## src/rtl/led_status_reporter_if.sv

```systemverilog
// Byte-level transmit handshake between the LED reporter and a uart transmitter.
interface led_status_reporter_if;
  logic       send;
  logic [7:0] tx_data;
  logic       tx_busy;

  modport master (output send, output tx_data, input tx_busy);
  modport slave  (input send, input tx_data, output tx_busy);
endinterface

```

## src/rtl/led_status_reporter.sv

```systemverilog
// Reports the LED register to the host as "L<bits>\r\n" on change, on request or on a heartbeat.
// Bytes are strobed into a uart through the tx interface, one per idle period of tx_busy.
module led_status_reporter #(
  parameter int unsigned LEDS                 = 4,
  parameter int unsigned REPORT_PERIOD_CYCLES = 40000000,
  parameter int unsigned CNT_WIDTH            = 26
) (
  input  logic                  clk,
  input  logic                  rst_n,
  input  logic [LEDS-1:0]       led_state_i,
  input  logic                  report_req_i,
  led_status_reporter_if.master tx,
  output logic                  active_o,
  output logic [15:0]           msg_count_o
);

  localparam int unsigned MsgLen = LEDS + 3;
  localparam int          IdxW   = $clog2(MsgLen);
  localparam logic [IdxW-1:0]      LastIdx = IdxW'(LEDS + 2);
  localparam bit                   HbEn    = (REPORT_PERIOD_CYCLES != 0);
  localparam logic [CNT_WIDTH-1:0] HbLast  = CNT_WIDTH'(REPORT_PERIOD_CYCLES - 1);

  typedef enum logic [2:0] {StIdle, StLoad, StSend, StGuard, StWait, StDone} state_e;

  state_e               state_q, state_d;
  logic [LEDS-1:0]      snap_q, snap_d;
  logic                 pend_q, pend_d;
  logic [CNT_WIDTH-1:0] hb_q, hb_d;
  logic [IdxW-1:0]      idx_q, idx_d;
  logic                 active_q, active_d;
  logic [15:0]          cnt_q, cnt_d;
  logic [7:0]           data_q, data_d;
  logic                 send;
  logic                 hb_hit;
  logic                 trig;
  logic [7:0]           msg [MsgLen];
  logic [7:0]           cur_byte;

  // Message image is built from the snapshot only, so live LED changes never leak mid-message.
  always_comb begin
    msg[0] = 8'h4C;
    for (int k = 0; k < LEDS; k++) begin
      msg[k+1] = 8'h30 + {7'd0, snap_q[LEDS-1-k]};
    end
    msg[LEDS+1] = 8'h0D;
    msg[LEDS+2] = 8'h0A;
  end

  assign cur_byte = msg[idx_q];
  assign hb_hit   = HbEn && (hb_q == HbLast);
  assign trig     = (led_state_i != snap_q) || report_req_i || hb_hit;

  always_comb begin
    state_d  = state_q;
    snap_d   = snap_q;
    pend_d   = pend_q | trig;
    hb_d     = hb_q;
    idx_d    = idx_q;
    active_d = active_q;
    cnt_d    = cnt_q;
    data_d   = data_q;
    send     = 1'b0;

    if (HbEn && (hb_q != HbLast)) begin
      hb_d = hb_q + CNT_WIDTH'(1);
    end

    case (state_q)
      StIdle: begin
        if (pend_q) state_d = StLoad;
      end
      StLoad: begin
        snap_d   = led_state_i;
        pend_d   = 1'b0;
        hb_d     = '0;
        idx_d    = '0;
        active_d = 1'b1;
        state_d  = StSend;
      end
      StSend: begin
        if (!tx.tx_busy) begin
          send    = 1'b1;
          data_d  = cur_byte;
          state_d = StGuard;
        end
      end
      // The uart raises busy one cycle after the strobe, so skip sampling it here.
      StGuard: state_d = StWait;
      StWait: begin
        if (!tx.tx_busy) begin
          if (idx_q == LastIdx) begin
            state_d = StDone;
          end else begin
            idx_d   = idx_q + 1'b1;
            state_d = StSend;
          end
        end
      end
      StDone: begin
        cnt_d    = cnt_q + 16'd1;
        active_d = 1'b0;
        state_d  = StIdle;
      end
      default: state_d = StIdle;
    endcase
  end

  always_ff @(posedge clk or negedge rst_n) begin
    if (!rst_n) begin
      state_q  <= StIdle;
      snap_q   <= '0;
      pend_q   <= 1'b0;
      hb_q     <= '0;
      idx_q    <= '0;
      active_q <= 1'b0;
      cnt_q    <= '0;
      data_q   <= '0;
    end else begin
      state_q  <= state_d;
      snap_q   <= snap_d;
      pend_q   <= pend_d;
      hb_q     <= hb_d;
      idx_q    <= idx_d;
      active_q <= active_d;
      cnt_q    <= cnt_d;
      data_q   <= data_d;
    end
  end

  assign tx.send      = send;
  assign tx.tx_data   = send ? cur_byte : data_q;
  assign active_o     = active_q;
  assign msg_count_o  = cnt_q;

endmodule

```

## src/flat_wrapper.sv

```systemverilog
// flat-port wrapper written by rule: the top's interface ports become plain ports
module led_status_reporter_flat 
#(
  parameter int unsigned LEDS                 = 4,
  parameter int unsigned REPORT_PERIOD_CYCLES = 40000000,
  parameter int unsigned CNT_WIDTH            = 26
)
  (clk, rst_n, led_state_i, report_req_i, active_o, msg_count_o, tx_send, tx_tx_data, tx_tx_busy);
  led_status_reporter_if tx_i ();
  input  logic clk;
  input  logic rst_n;
  input  logic [LEDS-1:0] led_state_i;
  input  logic report_req_i;
  output logic active_o;
  output logic [15:0] msg_count_o;
  output wire logic [$bits(tx_i.send)-1:0] tx_send;
  output wire logic [$bits(tx_i.tx_data)-1:0] tx_tx_data;
  input wire logic [$bits(tx_i.tx_busy)-1:0] tx_tx_busy;
  assign tx_send = tx_i.send;
  assign tx_tx_data = tx_i.tx_data;
  assign tx_i.tx_busy = tx_tx_busy;
  led_status_reporter #(.LEDS(LEDS), .REPORT_PERIOD_CYCLES(REPORT_PERIOD_CYCLES), .CNT_WIDTH(CNT_WIDTH)) u_core (.clk(clk), .rst_n(rst_n), .led_state_i(led_state_i), .report_req_i(report_req_i), .tx(tx_i), .active_o(active_o), .msg_count_o(msg_count_o));
endmodule
```

## config.mk

```make
export PLATFORM = sky130hd
export DESIGN_NAME = led_status_reporter_flat
export DESIGN_NICKNAME = d
export VERILOG_FILES = /design/src/rtl/led_status_reporter_if.sv /design/src/rtl/led_status_reporter.sv /design/src/flat_wrapper.sv
export SDC_FILE = /design/constraint.sdc
export NUM_CORES = 1
export LEC_CHECK = 0
export CORE_AREA = 2 2 76 78
export CTS_CLUSTER_DIAMETER = 200
export DETAILED_ROUTE_END_ITERATION = 7
export DIE_AREA = 0 0 78 80
export HOLD_SLACK_MARGIN = 0.02
export PLACE_DENSITY = 0.83
export SYNTH_ARGS = -nofsm -noshare
export SYNTH_HDL_FRONTEND = slang
export SYNTH_SLANG_ARGS = --single-unit
```

## constraint.sdc

```tcl
create_clock -name clk -period 3.7 [get_ports clk]
set_input_delay 1.11 -clock clk [delete_from_list [all_inputs] [get_ports clk]]
set_output_delay 1.11 -clock clk [all_outputs]
set_load 0.02 [all_outputs]
```

Word-level counts from Yosys, hierarchy flattened

Index checks and enable logic that the tools add are counted.

$add $sub $neg: 7
Magnitude comparators: 1
Equality and inequality tests: 13
Multiplexer cells: 18
Bitwise operators: 3
Reductions and logical operators: 9

Operators by type and width:

| operator              | number |
|---|---|
| $mux 26               | 2 |
| $add 6x1->7 const A   | 4 |
| $add 26x1->26 const B | 1 |
| $eq 26x26->1 const B  | 1 |
| $ne 26x26->1 const B  | 1 |
| $bmux 8 s3            | 1 |
| $mux 8                | 3 |
| $mux 3                | 6 |
| $add 16x1->16 const B | 1 |
| $pmux 3 s5            | 1 |
| $eq 3x3->1 const B    | 3 |
| $eq 3x2->1 const B    | 2 |
| $ne 2x2->1 const B    | 3 |
| $pmux 3 s2            | 1 |
| $reduce_and 3->1      | 2 |
| $reduce_bool 2->1     | 3 |
| $ge 4x4->1 const B    | 1 |
| $ne 4x4->1            | 1 |
| $not 3->4             | 1 |
| $add 3x1->3 const B   | 1 |
| $eq 3x1->1 const B    | 1 |
| $logic_not 3->1       | 1 |
| $mux 1                | 3 |
| $logic_or 1x1->1      | 2 |
| 5 further kinds       | 5 |

Register bits: 62
Bits of input ports: 8
Output and inout port bits: 26

Logic depth before layout (Yosys ltp)

Gate-level depths: netlist of run 1.

Depth after elaboration: 5
Depth in mapped cells: 7

Worst setup path after synthesis of run 1

OpenSTA, ideal clock, no wires.

Path type: input -> output
Start point: in tx_tx_busy
End point: out tx_tx_data[5]
Arrival time: 2.392 ns
Required time: 2.590 ns
Slack: 0.198 ns
Stages: 5
Buffers on the path: 2
Path through: nor2_1 nand2_1 clkbuf_1 o21ai_0 buf_4

Longest elaborated chain between the ends: 3

Ends and longest elaborated chain:

| what            | RTL line                   | RTL |
|---|---|---|
| start, declared | flat_wrapper.sv:18         | `input wire logic [$bits(tx_i.tx_busy)-1:0] tx_tx_busy;` |
| $mux 1          | led_status_reporter.sv:81  | `if (!tx.tx_busy) begin` |
| $mux 1          | led_status_reporter.sv:68  | `case (state_q)` |
| $mux 8          | led_status_reporter.sv:131 | `assign tx.tx_data = send ? cur_byte : data_q;` |
| end, declared   | flat_wrapper.sv:17         | `output wire logic [$bits(tx_i.tx_data)-1:0] tx_tx_data;` |

Every way passes these cells.

Worst setup path in the final report of run 1

Start point: in tx_tx_busy
End point: out tx_tx_data[1]

Same word-level chain as after synthesis.

==> results of run 1 <==
## layout make-up
cell class | instances | share of cell area [%]
Clock inverter | 5 | 1.40
Clock buffer | 11 | 3.50
Sequential cell | 60 | 40.0
Multi-Input combinational cell | 250 | 42.7
Timing Repair Buffer | 37 | 9.13
Inverter | 9 | 0.900
Tap cell | 72 | 2.40
## power by group through the flow
stage               combinational, mW  sequential [mW]  clock, mW
finish                          0.660            0.919      0.560
global route                    0.750            0.942      0.603
CTS                             0.664            0.915      0.570
detailed placement              0.685            0.927          0
global placement                0.659            0.918          0
floorplan                       0.479            0.895          0
## per-layer routing
| layer | up-vias | wire length, um | share of wire [%] | GRT usage [%] |
|---|---|---|---|---|
| met5 | - | 0 | 0 | 0 |
| met4 | 0 | 92 | 1.4 | 8.07 |
| met3 | 10 | 256 | 4.0 | 6.22 |
| met2 | 65 | 3140 | 49 | 38.8 |
| met1 | 1270 | 2950 | 46 | 30.3 |
| li1 | 1255 | - | - | - |
## cell usage in the layout (no fill, tap or decap), drive strengths merged, types with 5 or more instances in the layout
master,n
a21oi,22
dfrtp,60
nand3,17
o31ai,6
clkdlybuf4s50,23
mux2i,8
ha,7
xnor2,10
or4,5
nor3,6
and4,7
and3,6
clkbuf,11
inv,9
xor2,15
nor2,17
nand4,13
dlygate4sd2,8
nor4,7
o21ai,18
nand2,49
buf,6
## state kept, by name, indices dropped and copies added, names as in the netlist
signal / flops
u_core.state_q: 3
u_core.active_o: 1
u_core.data_q: 6
u_core.pend_q: 1
u_core.hb_q: 26
u_core.idx_q: 3
u_core.msg_count_o: 16
u_core.snap_q: 4
## worst max-delay path, delay by kind of cell
kind            cells  cell delay (ns)
buf+inv             3             0.94
compound gates      1             0.10
simple gates        3             0.34
## kinds of logic after synthesis
kind of cell,Yosys count
simple gates,150
compound gates,56
xor+xnor,25
other cells,1
buf+inv,22
mux,10
flops,60
fa+ha+maj,7
## worst paths after layout
kind | slack, ns | startpoint | cells past startpoint | endpoint
max | 0.11 | tx_tx_busy | 7 | tx_tx_data[1]
min | 0.48 | u_core.msg_count_o[15] | 1 | u_core.msg_count_o[15]
max reg2reg | 1.70 | u_core.state_q[0] | 4 | u_core.hb_q[20]
min reg2reg | 0.48 | u_core.msg_count_o[15] | 1 | u_core.msg_count_o[15]
max in group asynchronous | 2.08 | rst_n | 2 | u_core.msg_count_o[7]
min in group asynchronous | 0.75 | rst_n | 1 | u_core.data_q[3]
## repair_timing
item | in CTS | in global routing
cloned | 0 | 1
gates resized for setup | 11 | 1
endpoints found under the setup margin | 8 | 3
pin swaps | 0 | 1
setup buffers | 0 | 0
==> impl_results.md, run 1 <==
* Vias at 2600
* Initial antenna violation count at 0
* Share of total power in combinational logic at 30.9%
* Critical path startpoint category: input port
* CP endpoint kind: primary output
* Biggest area consumer among synthesized cells: sky130_fd_sc_hd__dfrtp_1
* ANT nets after route at 0
* Clock network fraction of design power at 26.2%
* Routed length per instance at 14.5 um
* Yosys warning count at 0
* Maximum buffer depth of the clock tree at 2
* Cell-by-cell trace of the critical path: clkdlybuf4s50_1 -> nor2_2 -> nand2_2 -> buf_4 -> nand2_1 -> o21ai_0 -> dlygate4sd2_1
* H-Tree Level Count at 3
* Overflow left after global routing at 0
* Sequential element share of the synthesized area at roughly 47%
* Die H at about 80 um
* Area of the die at approximately 6200 um^2
* # DRC at 0
* Overall track demand over capacity in global routing at between 20% and 30%
* Clock-pin slew of the registers on the worst-case setup and hold paths at ~0.06 ns
* Root buffer cell: sky130_fd_sc_hd__clkbuf_8
* Maximum number of pins on one net before global-route repair at 38
* Hold Worst Slack at approximately 0.48 ns
* Drt first-iter violations at between 150 and 200
* Number of distinct library cells after synthesis at about 50
* CP peak stage delay at approximately 0.44 ns
* Total net switching power at 0.768 mW
* Fill count at 420
* Post-Synth Simple-Gate Area at about a quarter
* Clock Skew at 0.00640 ns
* Maximum operating frequency at between 200 and 300 MHz
* Average cell area after synthesis at approximately 9.7 um^2
* Worst Hold Class: register to register
* Dominant combinational cell family by area after synthesis: simple AND/OR/NAND/NOR gates
* Static leakage power at about 1.7 nW
* Placed instance count at 427
* TritonCTS clock tree: yes
* Synth Instances at ~330
* Worst slack at placement at -0.363 ns
* Proportion of netlist area held by the largest area contributor at between 40% and 50%
* WP data arrival at approximately 2.5 ns
* Via density at between 5 and 6
* Most frequent cell after synthesis: sky130_fd_sc_hd__dfrtp_1
* Setup violation total in the final timing report at 0
* EDFF count, synth at 0
* Total design power at about 2.1 mW
* DIE WIDTH at 78 um
* Total wirelength of the detailed-routed design at about 6400 um
* Layout Cells excl Fill at ~440
* HPWL Detailed at around 4500 um
* Synth Area in XOR/XNOR at 6.84%
* Required time of the critical path at 2.59 ns
* Commonest register cell after synthesis: sky130_fd_sc_hd__dfrtp_1
* Max cap viols at 0
* Number of nets in the synthesized netlist at around 350
* Hold_buf cts at 0
* Largest voltage drop on the vdd net at approximately 0.44 mV
* Placed Instance Area at around 3600 um^2
* Compound-gate portion of the synthesized area at approximately 10%
* Crit-path slowest cell: sky130_fd_sc_hd__clkdlybuf4s50_1
* Number of core rows at 27
* Post-synthesis to final-layout area growth at 17.2%
* Period minus WS final at approximately 3.6 ns
* Starting utilization of the core area at ~60%
* Top fanout value on the critical path at 6
* Share of final-layout standard cells stronger than drive strength 1 at 9.41%
* Summed instance area of the synthesized netlist at roughly 3200 um^2
* Async set or reset register ratio after synthesis at between 90% and 100%
* Slew at the pin with the worst max-slew slack at ~1.1 ns
* Worst Path Class, Setup: input port to primary output
* Synth Register Bits at 60
* Max-slew headroom at between 20% and 30%
* Via count of the first global-routing pass at about 2500
* Final instance area at around 3800 um^2
* Wire length of the first global-routing pass at about 12000 um
* Run status: finished clean
* Utilization after layout at a little over two thirds
* Final Cycle Share at between 90 and 100%
* Worst path setup slack after routing at approximately 0.11 ns
* Multiplexer area fraction after synthesis at ~3.2%
* Cell types with the largest area share after synthesis: sky130_fd_sc_hd__dfrtp_1 (47%), sky130_fd_sc_hd__nand2_1 (5.6%), sky130_fd_sc_hd__xor2_1 (4.1%)
* Total count of max-transition violations in the final report at 0
* Net switching fraction of the power at ~36%
* Area of all sequential standard cells at between 1500 and 2000 um^2
* Global placer's final weighted congestion at slightly above 0.8
* Number of buffers inserted during clock tree synthesis at 9
* Clock latency on the worst-skew pair at between 0.3 and 0.4 ns
* Pwr Density at about 570 nW/um^2
* Area of combinational cells with multiple inputs at around 1600 um^2
* Number of failing hold endpoints at the final stage at 0
* Adder and majority gate portion of the synthesized area at approximately 2.7%
* Commonest cells post-synth: sky130_fd_sc_hd__dfrtp_1 (60), sky130_fd_sc_hd__nand2_1 (48), sky130_fd_sc_hd__a21oi_1 (22)
* Number of antenna repair diodes at 0
* I/O pins at 34
* Number of iterations in the first detailed-routing pass at 4
* Proportion of power drawn by flip-flops and latches at a little over two fifths
* Number of sinks handled by clock tree synthesis at 60
* Net total in the final layout at about 380
* Cell internal pwr at around 1.4 mW
* Core Region at ~5400 um^2
* Final sum of negative setup slack at 0 ns
* Number of I/O port buffers at 32
Note: power is estimated with default switching activity, not from simulation.
==> inputs of run 2 (changes only) <==
==> constraint.sdc (replaced) <==
create_clock -name clk -period 3.7 [get_ports clk]
set_input_delay 0.925 -clock clk [delete_from_list [all_inputs] [get_ports clk]]
set_output_delay 0.925 -clock clk [all_outputs]
set_load 0.02 [all_outputs]
==> impl_results.md, run 2 (synthesized netlist as in run 1, its figures left out) <==
* Total net switching power at between 0.7 and 0.8 mW
* Final sum of negative setup slack at 0 ns
* Cell occurring most often along the worst timing path: sky130_fd_sc_hd__clkdlybuf4s50_1
* Clock Skew at ~0.0056 ns
* Max cap viols at 0
* Layout Cells excl Fill at between 400 and 500
* Total wirelength of the detailed-routed design at ~6600 um
* Number of I/O port buffers at 32
* Critical path startpoint category: input port
* Slew at the pin with the worst max-slew slack at 0.867 ns
* Number of buffers inserted by post-CTS setup repair at 0
* Final Cycle Share at a little over nine tenths
* Total design power at roughly 2.2 mW
* Number of antenna repair diodes at 0
* Number of core rows at 27
* Number of buffers inserted during clock tree synthesis at 9
* Post-synthesis to final-layout area growth at 17.1%
* Net switching fraction of the power at between 30% and 40%
* Via density at just under 6
* Placed Instance Area at 3560 um^2
* Area of the die at roughly 6200 um^2
* Reg-to-reg setup timing slack at ~1.8 ns
* Cell-by-cell trace of the critical path: clkdlybuf4s50_1 -> nor2_1 -> nand2_2 -> o21ai_0 -> clkdlybuf4s50_1
* Clock network fraction of design power at between 20% and 30%
* Vias at roughly 2600
* Maximum number of pins on one net before global-route repair at 37
* Worst Path Class, Setup: input port to primary output
* Proportion of power drawn by flip-flops and latches at a little over two fifths
* Register with the most flip-flops: u_core.hb_q
* Clock latency on the worst-skew pair at 0.34 ns
* Overall track demand over capacity in global routing at between 20% and 30%
* Wire length of the first global-routing pass at ~12000 um
* Number of iterations in the first detailed-routing pass at 4
* Period minus WS final at about 3.5 ns
* Initial antenna violation count at 0
* Worst path setup slack after routing at about 0.15 ns
* CP peak stage delay at approximately 0.65 ns
* Setup violation total in the final timing report at 0
* H-Tree Level Count at 3
* CP endpoint kind: primary output
* Drt first-iter violations at about 180
* Critical path destination: tx_tx_data[2]
* TritonCTS clock tree: yes
* Overflow left after global routing at 0
* # DRC at 0
* Net total in the final layout at 380
* Placed instance count at around 430
* Routed length per instance at 15.0 um
* Worst Hold Class: register to register
* Setup repair after global routing missed its margin: false
* Final instance area at roughly 3800 um^2
* WP data arrival at between 2 and 3 ns
* Share of total power in combinational logic at a little under a third
* Leading cell type in the layout, fill and taps excluded: sky130_fd_sc_hd__dfrtp_1
* Maximum operating frequency at around 280 MHz
* DIE WIDTH at between 70 and 80 um
* Endpoint of the worst register-to-register path: u_core.hb_q[24]
* Number of sinks handled by clock tree synthesis at 60
* Number of failing hold endpoints at the final stage at 0
* Core Region at roughly 5400 um^2
* Worst r2r src: u_core.hb_q[0]
* Share of final-layout standard cells stronger than drive strength 1 at roughly 8.4%
* Worst reg-to-reg path cell count at 5
* Crit-path slowest cell: sky130_fd_sc_hd__clkdlybuf4s50_1
* Global placer's final weighted congestion at around 0.83
* Top fanout value on the critical path at 12
* Hold_buf cts at 0
* Maximum buffer depth of the clock tree at 2
* Largest voltage drop on the vdd net at between 0.3 and 0.4 mV
* Pwr Density at about 580 nW/um^2
* Top library cells by usage in the layout, fill and taps aside: sky130_fd_sc_hd__dfrtp_1 (60), sky130_fd_sc_hd__nand2_1 (47), sky130_fd_sc_hd__clkdlybuf4s50_1 (31)
* Worst setup startpoint: tx_tx_busy
* Via count of the first global-routing pass at roughly 2600
* Fill count at ~420
* Starting utilization of the core area at between 50% and 60%
* Run status: finished clean
* Cell internal pwr at approximately 1.4 mW
* Required time of the critical path at ~2.8 ns
* Worst slack at placement at 0.0106 ns
* Largest register FFs at 26
* Total count of max-transition violations in the final report at 0
* HPWL Detailed at about 4600 um
* Root buffer cell: sky130_fd_sc_hd__clkbuf_8
* Clock-pin slew of the registers on the worst-case setup and hold paths at 0.06 ns
* Die H at ~80 um
* ANT nets after route at 0
* Max-slew headroom at 41.9%
* I/O pins at 34
* Static leakage power at between 1.5 and 2 nW
-- run 2: cell count changes in the layout (fill, tap and decap cells not counted), sizes merged --
cell	before	now
clkinvlp	1	0
dlygate4sd2	8	0
clkinv	3	1
clkbuf	11	13
buf	6	5
nand2	49	48
clkdlybuf4s50	23	31
-- run 2: timing repair --
action                                  CTS  global route
endpoints found under the hold margin     0             0
endpoints found under the setup margin    0             7
gates resized for setup                   0             4
-- run 2: power by group through the flow --
stage | Clock [mW] | Sequential (mW) | Combinational, mW
final | 0.570 | 0.917 | 0.686
after global routing | 0.607 | 0.942 | 0.767
after CTS | 0.582 | 0.915 | 0.688
after detailed placement | 0 | 0.926 | 0.683
after global placement | 0 | 0.918 | 0.653
after floorplan | 0 | 0.895 | 0.479
-- run 2: per-stage QoR --
step	hold WS, ns	util [%]
finish	0.469	69.4
global route	0.487	69.4
CTS	0.473	69.4
detailed placement	0.461	65.9
global placement	0.456	65.9
floorplan	0.479	-
-- run 2: how the worst min path moves through the flow --
| stage | to | cells after the start | start | slack, ns |
|---|---|---|---|---|
| global placement | u_core.msg_count_o[15] | 1 | u_core.msg_count_o[15] | 0.46 |
| global route | u_core.msg_count_o[15] | 1 | u_core.msg_count_o[15] | 0.49 |
| CTS | u_core.msg_count_o[15] | 1 | u_core.msg_count_o[15] | 0.47 |
| floorplan | u_core.snap_q[3] | 2 | u_core.snap_q[3] | 0.48 |
| finish | u_core.msg_count_o[15] | 1 | u_core.msg_count_o[15] | 0.47 |
| detailed placement | u_core.msg_count_o[15] | 1 | u_core.msg_count_o[15] | 0.46 |
-- run 2: routing by layer --
| metal | vias up | GRT usage [%] | routed length (um) |
|---|---|---|---|
| met5 | - | 0 | 0 |
| met4 | 0 | 10.2 | 120 |
| met3 | 15 | 4.07 | 213 |
| met2 | 58 | 41.0 | 3320 |
| met1 | 1273 | 30.1 | 2950 |
| li1 | 1250 | - | - |
-- run 2: cell type report --
cell class | count | area, um^2 | area share (%)
multi-input combinational | 249 | 1600 | 42.6
sequential | 60 | 1500 | 40.0
timing repair buffer | 36 | 345 | 9.21
clock buffer | 13 | 149 | 3.97
tap | 72 | 90.1 | 2.40
clock inverter | 2 | 35.0 | 0.934
inverter | 9 | 33.8 | 0.901
-- run 2: worst max-delay path: cells and delay by family --
family / cells / cell delay (ns)
simple gates: 2 / 0.36
buf+inv: 2 / 1.07
compound gates: 1 / 0.27
